[src/rtl/mem_size_disp_capture.sv]
// RAM-size indicator scan capture: samples the 3-digit scan, checks order,
// commits complete scans and drives registered 7-segment images.
module mem_size_disp_capture #(
  parameter int SETTLE_CYC     = 2,
  parameter int TIMEOUT_CYC    = 65535,
  parameter bit SEG_ACTIVE_LOW = 1'b0
) (
  input  logic        sysclk,
  input  logic        sys_rst_n,
  input  logic        RLRQ,
  input  logic        DISP_OFF,
  input  logic        ABIT,
  input  logic        BBIT,
  input  logic        CBIT,
  input  logic        DBIT,
  input  logic        ELOW_n,
  input  logic        EMID_n,
  input  logic        EHI_n,
  output logic [6:0]  SEG_LOW,
  output logic [6:0]  SEG_MID,
  output logic [6:0]  SEG_HI,
  output logic [11:0] SIZE_CODE,
  output logic        SCAN_VALID,
  output logic        SCAN_DONE,
  output logic        SIZE_CHG,
  output logic        SCAN_ERR
);

  typedef enum logic [1:0] {
    SYNC    = 2'd0,
    GOT_LOW = 2'd1,
    GOT_MID = 2'd2
  } state_t;

  localparam logic [2:0]  SETTLE = 3'(SETTLE_CYC);
  localparam logic [15:0] TMO    = 16'(TIMEOUT_CYC);
  localparam logic [6:0]  INV    = {7{SEG_ACTIVE_LOW}};

  function automatic logic [6:0] seg7(input logic [3:0] c);
    logic [6:0] s;
    case (c)
      4'd0:    s = 7'h3F;
      4'd1:    s = 7'h06;
      4'd2:    s = 7'h5B;
      4'd3:    s = 7'h4F;
      4'd4:    s = 7'h66;
      4'd5:    s = 7'h6D;
      4'd6:    s = 7'h7D;
      4'd7:    s = 7'h07;
      4'd8:    s = 7'h7F;
      4'd9:    s = 7'h6F;
      default: s = 7'h40;
    endcase
    return s;
  endfunction

  state_t      state_q, state_d;
  logic        rlrq_q;
  logic [2:0]  settle_q, settle_d;
  logic [15:0] tmo_q, tmo_d;
  logic [11:0] shadow_q, shadow_d;
  logic        commit_q, commit_d;
  logic [11:0] size_q, size_d;
  logic        valid_q, valid_d;
  logic        done_q, done_d;
  logic        chg_q, chg_d;
  logic        err_q, err_d;
  logic [6:0]  seg_low_q, seg_low_d;
  logic [6:0]  seg_mid_q, seg_mid_d;
  logic [6:0]  seg_hi_q, seg_hi_d;

  logic       rise;
  logic       sample;
  logic       onehot;
  logic [2:0] en;
  logic [3:0] code;

  assign rise   = RLRQ & ~rlrq_q;
  assign en     = ~{EHI_n, EMID_n, ELOW_n};
  assign code   = {DBIT, CBIT, BBIT, ABIT};
  assign onehot = $onehot(en);
  // a fresh rise restarts the settle window, so it pre-empts a due sample
  assign sample = (settle_q == 3'd1) && !rise && !DISP_OFF;

  always_comb begin
    state_d  = state_q;
    shadow_d = shadow_q;
    commit_d = 1'b0;
    size_d   = size_q;
    valid_d  = valid_q;
    done_d   = 1'b0;
    chg_d    = 1'b0;
    err_d    = 1'b0;

    if (DISP_OFF) begin
      settle_d = 3'd0;
    end else if (rise) begin
      settle_d = SETTLE;
    end else if (settle_q != 3'd0) begin
      settle_d = settle_q - 3'd1;
    end else begin
      settle_d = settle_q;
    end

    if (DISP_OFF || rise) begin
      tmo_d = 16'd0;
    end else if (tmo_q != TMO) begin
      tmo_d = tmo_q + 16'd1;
    end else begin
      tmo_d = tmo_q;
    end

    if (sample) begin
      if (!onehot) begin
        err_d   = 1'b1;
        state_d = SYNC;
      end else begin
        case (state_q)
          SYNC: begin
            if (en[0]) begin
              shadow_d[3:0] = code;
              state_d       = GOT_LOW;
            end
          end
          GOT_LOW: begin
            if (en[1]) begin
              shadow_d[7:4] = code;
              state_d       = GOT_MID;
            end else begin
              err_d   = 1'b1;
              state_d = SYNC;
            end
          end
          GOT_MID: begin
            if (en[2]) begin
              shadow_d[11:8] = code;
              commit_d       = 1'b1;
            end else begin
              err_d = 1'b1;
            end
            state_d = SYNC;
          end
          default: state_d = SYNC;
        endcase
      end
    end

    if (commit_q && !DISP_OFF) begin
      size_d  = shadow_q;
      done_d  = 1'b1;
      valid_d = 1'b1;
      chg_d   = valid_q && (shadow_q != size_q);
    end

    if (tmo_d == TMO) begin
      valid_d = 1'b0;
      state_d = SYNC;
    end

    if (DISP_OFF) begin
      state_d  = SYNC;
      valid_d  = 1'b0;
      commit_d = 1'b0;
    end

    seg_low_d = valid_q ? seg7(size_q[3:0])  : 7'h00;
    seg_mid_d = valid_q ? seg7(size_q[7:4])  : 7'h00;
    seg_hi_d  = valid_q ? seg7(size_q[11:8]) : 7'h00;
  end

  always_ff @(posedge sysclk or negedge sys_rst_n) begin
    if (!sys_rst_n) begin
      state_q   <= SYNC;
      rlrq_q    <= 1'b0;
      settle_q  <= 3'd0;
      tmo_q     <= 16'd0;
      shadow_q  <= 12'd0;
      commit_q  <= 1'b0;
      size_q    <= 12'd0;
      valid_q   <= 1'b0;
      done_q    <= 1'b0;
      chg_q     <= 1'b0;
      err_q     <= 1'b0;
      seg_low_q <= 7'h00;
      seg_mid_q <= 7'h00;
      seg_hi_q  <= 7'h00;
    end else begin
      state_q   <= state_d;
      rlrq_q    <= RLRQ;
      settle_q  <= settle_d;
      tmo_q     <= tmo_d;
      shadow_q  <= shadow_d;
      commit_q  <= commit_d;
      size_q    <= size_d;
      valid_q   <= valid_d;
      done_q    <= done_d;
      chg_q     <= chg_d;
      err_q     <= err_d;
      seg_low_q <= seg_low_d;
      seg_mid_q <= seg_mid_d;
      seg_hi_q  <= seg_hi_d;
    end
  end

  assign SEG_LOW    = seg_low_q ^ INV;
  assign SEG_MID    = seg_mid_q ^ INV;
  assign SEG_HI     = seg_hi_q ^ INV;
  assign SIZE_CODE  = size_q;
  assign SCAN_VALID = valid_q;
  assign SCAN_DONE  = done_q;
  assign SIZE_CHG   = chg_q;
  assign SCAN_ERR   = err_q;

endmodule

[config.mk]
export PLATFORM = sky130hd
export DESIGN_NAME = mem_size_disp_capture
export DESIGN_NICKNAME = d
export VERILOG_FILES = /design/src/rtl/mem_size_disp_capture.sv
export SDC_FILE = /design/constraint.sdc
export NUM_CORES = 1
export LEC_CHECK = 0
export ABC_AREA = 1
export ABC_CLOCK_PERIOD_IN_PS = 1630
export CAP_MARGIN = 20
export CORE_ASPECT_RATIO = 0.6
export CORE_MARGIN = 4
export CORE_UTILIZATION = 45
export CTS_BUF_LIST = sky130_fd_sc_hd__clkbuf_4 sky130_fd_sc_hd__clkbuf_8 sky130_fd_sc_hd__clkbuf_16
export DETAILED_ROUTE_END_ITERATION = 16
export GPL_ROUTABILITY_DRIVEN = 0
export HOLD_SLACK_MARGIN = 0.08
export PLACE_DENSITY = 0.81
export SYNTH_ARGS = -nofsm -noshare
export SYNTH_HDL_FRONTEND = slang
export SYNTH_SLANG_ARGS = --single-unit
[constraint.sdc]
create_clock -name sysclk -period 1.63 [get_ports sysclk]
set_input_delay 0.326 -clock sysclk [delete_from_list [all_inputs] [get_ports sysclk]]
set_output_delay 0.326 -clock sysclk [all_outputs]
set_load 0.02 [all_outputs]
==> summary.txt, run 1 <==
Status
  • Result of the run: finished with violations
  • Failing checks: setup timing

Worst setup path
  • Worst path depth: 12
  • Cell mode on critical path: nor2_1
  • WP buf/inv: 0
  • CP Launch Type: register
  • Worst reg-to-reg setup slack: -0.29 ns
  • R2R Path End: SCAN_VALID
  • Critical path data required time: 1.85 ns
  • CP Max Fanout: 8
  • Top delay family on crit path: simple AND/OR/NAND/NOR gates
  • CP Cell Sequence: ha_4, nand3_4, nor2_4, nand2_4, nand2_2, nand3_2, nor2_1, nand2_1, nor2_1, nand3_1, nand2_2, nor2_1
  • Endpoint class of the critical path: register
  • Path type of the worst setup path: register to register
  • CP max stage delay: 0.39 ns
  • Data arrival time of the critical path: 2.15 ns
  • Worst R2R Start: tmo_q[1]
  • Reg2Reg Depth: 12
  • Worst path slowest cell: dfrtp_1

Synth
  • Synth Register Bits: 72
  • Main synth FF type: dfrtp_1
  • Post-synth top area share: 48.05%
  • Avg Inst Size Synth: 8.333 sq um
  • Mapped cell area: 3750 sq um
  • Top cells by area, synth: dfrtp_1 (48%), nand2_1 (11%), ha_1 (8.3%), inv_1 (5.7%), o21ai_0 (5.5%)
  • Syn Nets: 487
  • Sequential area share after synthesis: 48.05%
  • Synth area leader: dfrtp_1
  • Post-synth ARST share: 100.0%
  • Most common cell in the synthesized netlist: nand2_1
  • Post-synth EDFFs: 0
  • Commonest cells in the netlist: nand2_1 (111), dfrtp_1 (72), inv_1 (57)
  • Syn Inst Count: 450
  • Netlist cell types: 27
  • Synth Warn #: 0

Power
  • Pint: 0.003890 W
  • Worst vdd rail ir drop: 0.6570 mV
  • Clock Power Share: 45.0%
  • Comb pwr share: 16.3%
  • Switching Fraction: 26.63%
  • Leakage Power: 2.651 nW
  • PD cells: 990.3 nW/um^2
  • Psw: 0.001412 W
  • Sequential power share: 38.7%

Detailed routing
  • Via count: 3599
  • DRT antenna net count: 0
  • 1st-pass router iterations: 5
  • Remaining routing DRC violations: 0
  • Post-DR vias/cell: 5.262
  • WL/cell: 15.98 microns
  • Routed wire length: 10930 microns
  • Number of DRC markers in iteration 0: 367

STA
  • Post-layout min period: 1.922 ns
  • Final Hold Violating Endpoints: 0
  • Skew final: 0.009227 ns
  • Final worst-path cycle share: 117.9%
  • Fin. max-slew vios: 0
  • RSZ-0062 raised after global routing: true
  • Slack of the critical path: -0.2915 ns
  • FMAX: 0.5204 GHz
  • Max-slew headroom: 64.87%
  • Final-report setup violation count: 4
  • Worst Tran Pin Value: 0.5221 ns

Final layout
  • Number of fill cells: 589
  • Reg area: 1804 sq um
  • Final non-filler cell total: 684
  • Final Net Count: 608
  • Synthesis-to-layout area growth: 42.78%
  • Multi-input gate area: 1836 sq um
  • Utilization after layout: 67.12%
  • Layout cells sized above 1: 23.44%
  • Inserted Diodes: 0

Floorplan
  • Core Region: 7976 sq um
  • IO Pins: 48
  • Width of the die: 125.9 microns
  • Die ar.: 9906 sq um
  • Initial Util: 47.01%
  • Die height: 78.71 microns
  • Rows: 25

Min path
  • Worst hold path type: primary input to register
  • Hold_sp: RLRQ
  • Hold EP: rlrq_q
  • Hold depth: 1

Global routing
  • Largest net degree at the start of global routing: 73
  • Total grt overflow: 0
  • Number of antenna violations at the first check in global routing: 0
  • Global Route Usage Sum: 21.10%
  • First-pass GRT wire length: 16640 microns
  • Vias in the first global route: 3444

Clocking
  • Root Buffer: clkbuf_16
  • Clock slew at the register clock pins of the worst setup and hold paths: 0.06 ns
  • Clock tree buffer depth: 2
  • H-tree levels: 3
  • Sinks on Clock Net: 72
  • Num CTS Buffers: 9
  • CTS tree: done
  • Worst-Skew Late Latency: 0.34 ns

Place
  • Placed cell count: 656
  • Port bufs: 47
  • Dpl hpwl: 6805 microns

Flow run
  • Max-Cap Viols: 0
flip-flops by register name, indices dropped and copies added, names as in the netlist:
| register | cells |
|---|---|
| tmo_q | 16 |
| SIZE_CODE | 12 |
| state_q | 2 |
| SCAN_ERR | 1 |
| rlrq_q | 1 |
| SCAN_VALID | 1 |
| SCAN_DONE | 1 |
| SEG_MID | 7 |
| SEG_HI | 7 |
| commit_q | 1 |
| SEG_LOW | 7 |
| shadow_q | 12 |
| settle_q | 3 |
| SIZE_CHG | 1 |
kinds of logic (layout without fill, tap and decap cells):
family,after synthesis,in the layout,share of synthesized area (%)
XOR/XNOR,17,17,3.971
buffers and inverters,67,192,7.174
AO/OA/AOI/OAI,66,66,9.309
AND/OR/NAND/NOR,202,203,22.62
adder cells (fa/ha/maj),26,26,8.876
flip-flops,72,72,48.05
power by group through the flow:
stage / combinational, W / clock [W] / sequential [W]
6_report: 0.000865 / 0.00238 / 0.00205
5_1_grt: 0.000974 / 0.00250 / 0.00207
4_1_cts: 0.000813 / 0.00239 / 0.00205
3_5_place_dp: 0.000773 / 0 / 0.00207
3_3_place_gp: 0.000707 / 0 / 0.00206
2_1_floorplan: 0.000452 / 0 / 0.00207
metal layers:
| layer | part of all wire (%) | global-route usage [%] |
|---|---|---|
| met1 | 42 | 27.28 |
| met2 | 47 | 34.28 |
| met3 | 7.9 | 5.847 |
| met4 | 3.2 | 7.816 |
| met5 | 0 | 0 |
through the flow:
| step | worst slack [ns] | setup TNS (ns) | instance area, sq um | power (W) | hold WS [ns] |
|---|---|---|---|---|---|
| floorplan | 0.01098 | 0 | 3765 | 0.002523 | 0.03041 |
| global route | -0.4772 | -1.471 | 5354 | 0.005546 | 0.4774 |
| detailed placement | -0.7438 | -9.968 | 4778 | 0.002847 | 0.3854 |
| global placement | -0.5821 | -8.410 | 4778 | 0.002771 | 0.3789 |
| CTS | -0.1744 | -0.5711 | 5253 | 0.005245 | 0.4739 |
| finish | -0.2915 | -0.8900 | 5354 | 0.005302 | 0.4748 |
how the worst max path moves through the flow:
stage / startpoint / slack, ns / endpoint
after floorplan: ELOW_n / 0.01 / shadow_q[4]
after global routing: tmo_q[1] / -0.48 / SCAN_VALID
final: tmo_q[1] / -0.29 / SCAN_VALID
after CTS: tmo_q[0] / -0.17 / SCAN_VALID
after global placement: ELOW_n / -0.58 / shadow_q[4]
after detailed placement: ELOW_n / -0.74 / shadow_q[7]
final cells by class:
cell class                      instances  share of cell area, %
Sequential cell                        72                  33.70
Timing Repair Buffer                  115                  18.35
Multi-Input combinational cell        312                  34.28
Inverter                               61                  4.323
Clock inverter                          4                  1.846
Tap cell                              108                  2.524
Clock buffer                           12                  4.978
cell usage in the layout, fill, tap and decap left out, types with 4 or more instances in the layout:
cell type        synthesis  final
nand4_1                  4      4
nand2_1                111     97
nor2_4                   1      7
nand2_2                  4     17
buf_4                    0     63
clkbuf_16                0      9
dlygate4sd2_1            0     13
nand3_1                 15     13
a21oi_1                 16     16
ha_1                    25     24
nor2_1                  53     45
o21ai_1                  0      5
a31oi_1                  5      5
clkdlybuf4s50_1          0     29
inv_1                   57     56
dfrtp_1                 72     70
o21ai_0                 41     34
nor2_2                   7      9
xor2_1                  17     17
repair_timing:
action | in CTS | in global routing
hold buffers | 1 | 0
setup buffers | 4 | 6
pin swaps | 13 | 13
gates resized for setup | 47 | 26
cloned | 0 | 1
endpoints found under the hold margin | 72 | 0
endpoints found under the setup margin | 29 | 16
No activity file was read; power rests on OpenSTA's default activity.
==> inputs of run 2 (changes only) <==
--- a/config.mk
+++ b/config.mk
@@ -13,9 +13,9 @@
 export CORE_UTILIZATION = 45
 export CTS_BUF_LIST = sky130_fd_sc_hd__clkbuf_4 sky130_fd_sc_hd__clkbuf_8 sky130_fd_sc_hd__clkbuf_16
 export DETAILED_ROUTE_END_ITERATION = 16
-export GPL_ROUTABILITY_DRIVEN = 0
 export HOLD_SLACK_MARGIN = 0.08
 export PLACE_DENSITY = 0.81
+export SETUP_SLACK_MARGIN = 0.2
 export SYNTH_ARGS = -nofsm -noshare
 export SYNTH_HDL_FRONTEND = slang
 export SYNTH_SLANG_ARGS = --single-unit
==> run 2 against run 1 <==
Against the previous run: the run still ends with setup timing left; critical path depth up 2; power fell by 4.4%; sequential power barely moved; fmax down 1.1%; largest power group unchanged; highest routed layer unchanged.
==> summary.txt, run 2 (synthesis gave the netlist of run 1 again) <==
Worst setup path
  • CP Max Fanout: 3
  • Worst R2R Start: tmo_q[6]
  • CP Cell Sequence: nand2_2, buf_4, nor2_1, nand2_1, nor2_2, nand2_1, nand2_1, nand2_1, nor2_1, nand2_1, nor2_2, nand3_1, nand2_2, nor2_1
  • Path type of the worst setup path: register to register
  • Reg2Reg Depth: 14
  • Cell mode on critical path: nand2_1
  • Worst path slowest cell: dfrtp_1
  • CP Launch Type: register
  • CP max stage delay: 0.41 ns
  • Endpoint class of the critical path: register
  • Worst reg-to-reg setup slack: -0.31 ns
  • WP buf/inv: 1
  • Data arrival time of the critical path: 2.14 ns
  • Critical path data required time: 1.83 ns
  • Top delay family on crit path: simple AND/OR/NAND/NOR gates
  • R2R Path End: state_q[1]

Global routing
  • Global Route Usage Sum: 23.83%
  • Total grt overflow: 0
  • Number of antenna violations at the first check in global routing: 0
  • Largest net degree at the start of global routing: 27
  • First-pass GRT wire length: 18330 microns
  • Vias in the first global route: 3617

Final layout
  • Largest register FFs: 16
  • Largest Register: tmo_q
  • Number of fill cells: 553
  • Layout cells sized above 1: 28.60%
  • Commonest cells after routing, fill and taps aside: nand2_1 (96), dfrtp_1 (64), buf_4 (57)
  • Commonest non-fill, non-tap cell in the layout: nand2_1
  • Synthesis-to-layout area growth: 45.45%
  • Final Net Count: 610
  • Final non-filler cell total: 685
  • Inserted Diodes: 0

STA
  • Final Hold Violating Endpoints: 0
  • Max-slew headroom: 65.34%
  • Final-report setup violation count: 6
  • Worst Tran Pin Value: 0.5199 ns
  • Skew final: 0.006161 ns
  • Hold_ws: 0.4568 ns
  • FMAX: 0.5149 GHz
  • Post-layout min period: 1.942 ns
  • Setup_tns: -0.9135 ns
  • Fin. max-slew vios: 0
  • RSZ-0062 raised after global routing: true
  • Final worst-path cycle share: 119.2%
  • Slack of the critical path: -0.3123 ns

Clocking
  • Worst-Skew Late Latency: 0.34 ns
  • CTS tree: done
  • Root Buffer: clkbuf_16
  • H-tree levels: 3
  • Num CTS Buffers: 9
  • Sinks on Clock Net: 72
  • Clock slew at the register clock pins of the worst setup and hold paths: 0.05 ns
  • Clock tree buffer depth: 2

Detailed routing
  • Met3 WL: 1203 microns
  • WL/cell: 17.46 microns
  • Met2 WL: 5391 microns
  • Top layer used by detailed routing: met4
  • DRT antenna net count: 0
  • Post-DR vias/cell: 5.480
  • Number of DRC markers in iteration 0: 570
  • Via count: 3754
  • 1st-pass router iterations: 5
  • Remaining routing DRC violations: 0
  • Met1 WL: 4734 microns
  • Routed wire length: 11960 microns

Min path
  • Hold_sp: RLRQ
  • Hold EP: rlrq_q
  • Hold depth: 1
  • Worst hold path type: primary input to register

Floorplan
  • Die height: 78.71 microns
  • Rows: 25
  • IO Pins: 48
  • Width of the die: 125.9 microns
  • Die ar.: 9906 sq um
  • Initial Util: 47.01%
  • Core Region: 7976 sq um

Power
  • Leakage Power: 2.825 nW
  • PD cells: 929.7 nW/um^2
  • Worst vdd rail ir drop: 0.5694 mV

Place
  • Port bufs: 47
  • Placed cell count: 654
  • Dpl hpwl: 7285 microns
  • Place WS: -0.5604 ns
  • GPL Wtd Cong: 0.9531

Flow run
  • Max-Cap Viols: 0

Status
  • Failing checks: setup timing
  • Result of the run: finished with violations
run 2: how the worst max path moves through the flow:
stage,depth (start not counted),slack (ns),to,start
after CTS,12,-0.12,state_q[1],tmo_q[1]
after floorplan,14,0.07,state_q[0],tmo_q[0]
after detailed placement,8,-0.56,shadow_q[5],ELOW_n
after global routing,14,-0.43,state_q[1],tmo_q[0]
after global placement,8,-0.42,shadow_q[4],ELOW_n
final,14,-0.31,state_q[1],tmo_q[6]
run 2: cell type report:
cell class	count	area, sq um	share of cell area [%]
Inverter	61	229.0	4.198
Tap cell	108	135.1	2.478
Clock buffer	12	260.3	4.772
Timing Repair Buffer	117	1012	18.56
Multi-Input combinational cell	312	1941	35.58
Clock inverter	3	65.06	1.193
Sequential cell	72	1812	33.22
run 2: power breakdown:
group	internal, W	switching, W	leakage [nW]	total, W
Sequential	0.00192	0.000139	0.929	0.00206
Combinational	0.000342	0.000509	1.73	0.000851
Clock	0.00143	0.000730	0.162	0.00216
Total	0.00369	0.00138	2.82	0.00507
run 2: timing repair:
item | in CTS | in global routing
endpoints found under the setup margin | 59 | 42
buffers inserted | 10 | 4
endpoints found under the hold margin | 14 | 0
pin swaps | 21 | 10
hold buffers | 1 | 0
cloned | 1 | 0
gates resized for setup | 94 | 51
run 2: per-layer routing:
layer	track usage, %	vias up
met5	0	-
met2	36.94	269
met3	8.333	70
met4	11.03	0
met1	30.27	1754
li1	-	1661
run 2: stage by stage:
stage	cell area, sq um	util [%]	total power [W]
2_1_floorplan	3787	-	0.002530
3_3_place_gp	4811	60.31	0.002793
3_5_place_dp	4811	60.31	0.002851
4_1_cts	5280	66.20	0.005024
5_1_grt	5454	68.38	0.005287
6_report	5454	68.38	0.005071
==> inputs of run 3 (changes only) <==
--- a/config.mk
+++ b/config.mk
@@ -6,15 +6,15 @@
 export NUM_CORES = 1
 export LEC_CHECK = 0
 export ABC_AREA = 1
-export ABC_CLOCK_PERIOD_IN_PS = 1630
+export ABC_CLOCK_PERIOD_IN_PS = 2300
 export CAP_MARGIN = 20
 export CORE_ASPECT_RATIO = 0.6
 export CORE_MARGIN = 4
-export CORE_UTILIZATION = 45
+export CORE_UTILIZATION = 55
 export CTS_BUF_LIST = sky130_fd_sc_hd__clkbuf_4 sky130_fd_sc_hd__clkbuf_8 sky130_fd_sc_hd__clkbuf_16
 export DETAILED_ROUTE_END_ITERATION = 16
 export HOLD_SLACK_MARGIN = 0.08
-export PLACE_DENSITY = 0.81
+export PLACE_DENSITY = 0.9
 export SETUP_SLACK_MARGIN = 0.2
 export SYNTH_ARGS = -nofsm -noshare
 export SYNTH_HDL_FRONTEND = slang
==> constraint.sdc (replaced) <==
create_clock -name sysclk -period 2.3 [get_ports sysclk]
set_input_delay 0.46 -clock sysclk [delete_from_list [all_inputs] [get_ports sysclk]]
set_output_delay 0.46 -clock sysclk [all_outputs]
set_load 0.02 [all_outputs]
==> run 3 against run 2 <==
Against the previous run: the flow now finishes without violations; highest routed layer unchanged; register-to-register slack better by 0.61 ns; global-route usage grew 1.4 points; cell count is 12% lower; routed wire length decreased by 13%; flip-flop and latch count stayed put; critical path depth down 6.
==> summary.txt, run 3 (synthesis gave the netlist of run 1 again) <==
Status
  • Result of the run: completed

Final layout
  • Largest Register: tmo_q
  • Layout cells sized above 1: 10.47%
  • Final Net Count: 549
  • Largest register FFs: 16
  • Synthesis-to-layout area growth: 27.46%
  • Inserted Diodes: 0
  • Fin area: 4780 sq um
  • Commonest cells after routing, fill and taps aside: nand2_1 (109), dfrtp_1 (69), inv_1 (56)
  • Utilization after layout: 75.17%
  • Final non-filler cell total: 600
  • Commonest non-fill, non-tap cell in the layout: nand2_1

Power
  • Leakage Power: 2.378 nW
  • PD cells: 750.9 nW/um^2
  • Total power: 0.003589 W
  • Worst vdd rail ir drop: 0.5277 mV

Global routing
  • Total grt overflow: 0
  • First-pass GRT wire length: 16110 microns
  • Number of antenna violations at the first check in global routing: 0
  • Largest net degree at the start of global routing: 73
  • Global Route Usage Sum: 25.21%
  • Vias in the first global route: 3329

Worst setup path
  • CP Launch Type: primary input
  • Critical path data required time: 2.50 ns
  • CP max stage delay: 0.50 ns
  • CP Max Fanout: 8
  • Top delay family on crit path: simple AND/OR/NAND/NOR gates
  • CP Cell Sequence: clkdlybuf4s50_1, fa_1, nor2_4, inv_2, nor3b_4, nand2_4, nand2_1, o21ai_0
  • WP buf/inv: 2
  • Endpoint class of the critical path: register
  • Path type of the worst setup path: primary input to register
  • Worst path slowest cell: clkdlybuf4s50_1
  • Data arrival time of the critical path: 2.28 ns

Place
  • Dpl hpwl: 6685 microns
  • Cell Area, Placed: 4373 sq um
  • GPL Wtd Cong: 0.9574
  • Placed cell count: 584
  • Port bufs: 47

STA
  • Max-slew headroom: 57.85%
  • Fin. max-slew vios: 0
  • Final-report setup violation count: 0
  • Final Hold Violating Endpoints: 0
  • Skew final: 0.005165 ns
  • FMAX: 0.4797 GHz
  • Final worst-path cycle share: 90.63%
  • Setup_tns: 0 ns
  • Worst Tran Pin Value: 0.6265 ns
  • Post-layout min period: 2.084 ns
  • RSZ-0062 raised after global routing: true

Clocking
  • Clock slew at the register clock pins of the worst setup and hold paths: 0.06 ns
  • Num CTS Buffers: 9
  • CTS tree: done
  • Worst-Skew Late Latency: 0.33 ns
  • H-tree levels: 3
  • Root Buffer: clkbuf_16
  • Sinks on Clock Net: 72
  • Clock tree buffer depth: 2

Floorplan
  • Initial Util: 58.97%
  • Rows: 22
  • Core Region: 6359 sq um
  • Width of the die: 114.6 microns
  • Die ar.: 8247 sq um
  • Die height: 71.96 microns
  • IO Pins: 48

Detailed routing
  • Routed wire length: 10440 microns
  • Number of DRC markers in iteration 0: 465
  • Via count: 3396
  • Post-DR vias/cell: 5.660
  • Remaining routing DRC violations: 0
  • 1st-pass router iterations: 5
  • WL/cell: 17.40 microns
  • DRT antenna net count: 0

Min path
  • Worst hold path type: primary input to asynchronous set/reset pin

Flow run
  • Max-Cap Viols: 0
## run 3: through the flow
stage	worst slack (ns)	hold WS [ns]
2_1_floorplan	0.5338	0.1644
3_3_place_gp	-0.1020	0.5078
3_5_place_dp	-0.2839	0.5137
4_1_cts	0.1928	0.1557
5_1_grt	0.1459	0.1778
6_report	0.2156	0.1310
## run 3: layout make-up
type	count	area [sq um]
clock buffer	9	225.2
clock inverter	6	108.9
fill	416	1579
inverter	61	229.0
multi-input combinational	311	1735
sequential	72	1805
tap	84	105.1
timing repair buffer	57	570.5
## run 3: what timing repair did
item                                    4_1_cts  5_1_grt
buffers inserted                              0        1
pin swaps                                     1        5
resized for setup                             5       15
hold buffers                                  0        0
gates cloned                                  0        0
endpoints found under the setup margin       11       15
hold endpoints to repair                      0        0
## run 3: power breakdown
group	internal, W	switching (W)	total (W)
Clock	0.00105	0.000513	0.00156
Combinational	0.000222	0.000341	0.000563
Sequential	0.00136	0.000102	0.00146
Total	0.00263	0.000956	0.00359
## run 3: path summary, 6_finish.rpt
kind	startpoint	to	slack, ns	cells past startpoint
max in group asynchronous	sys_rst_n	tmo_q[0]	1.81	2
hold reg to reg	settle_q[2]	settle_q[2]	0.53	2
min in group sysclk	settle_q[2]	settle_q[2]	0.53	2
setup / recovery	EHI_n	shadow_q[7]	0.22	8
hold / removal	sys_rst_n	tmo_q[14]	0.13	2
setup reg to reg	tmo_q[13]	state_q[0]	0.30	13
## run 3: layer usage
| metal | global-route usage, % | vias up | routed length (microns) | part of all wire [%] |
|---|---|---|---|---|
| li1 | - | 1534 | - | - |
| met1 | 33.48 | 1584 | 4143 | 40 |
| met2 | 39.85 | 226 | 4820 | 46 |
| met3 | 7.417 | 52 | 1098 | 11 |
| met4 | 8.827 | 0 | 377 | 3.6 |
| met5 | 0 | - | 0 | 0 |
## run 3: worst register-to-register path, delay by kind of cell (launching register included)
family	cells	cell delay, ns
and+or+nand+nor	12	1.37
DFF	1	0.41
buffers and inverters	1	0.09
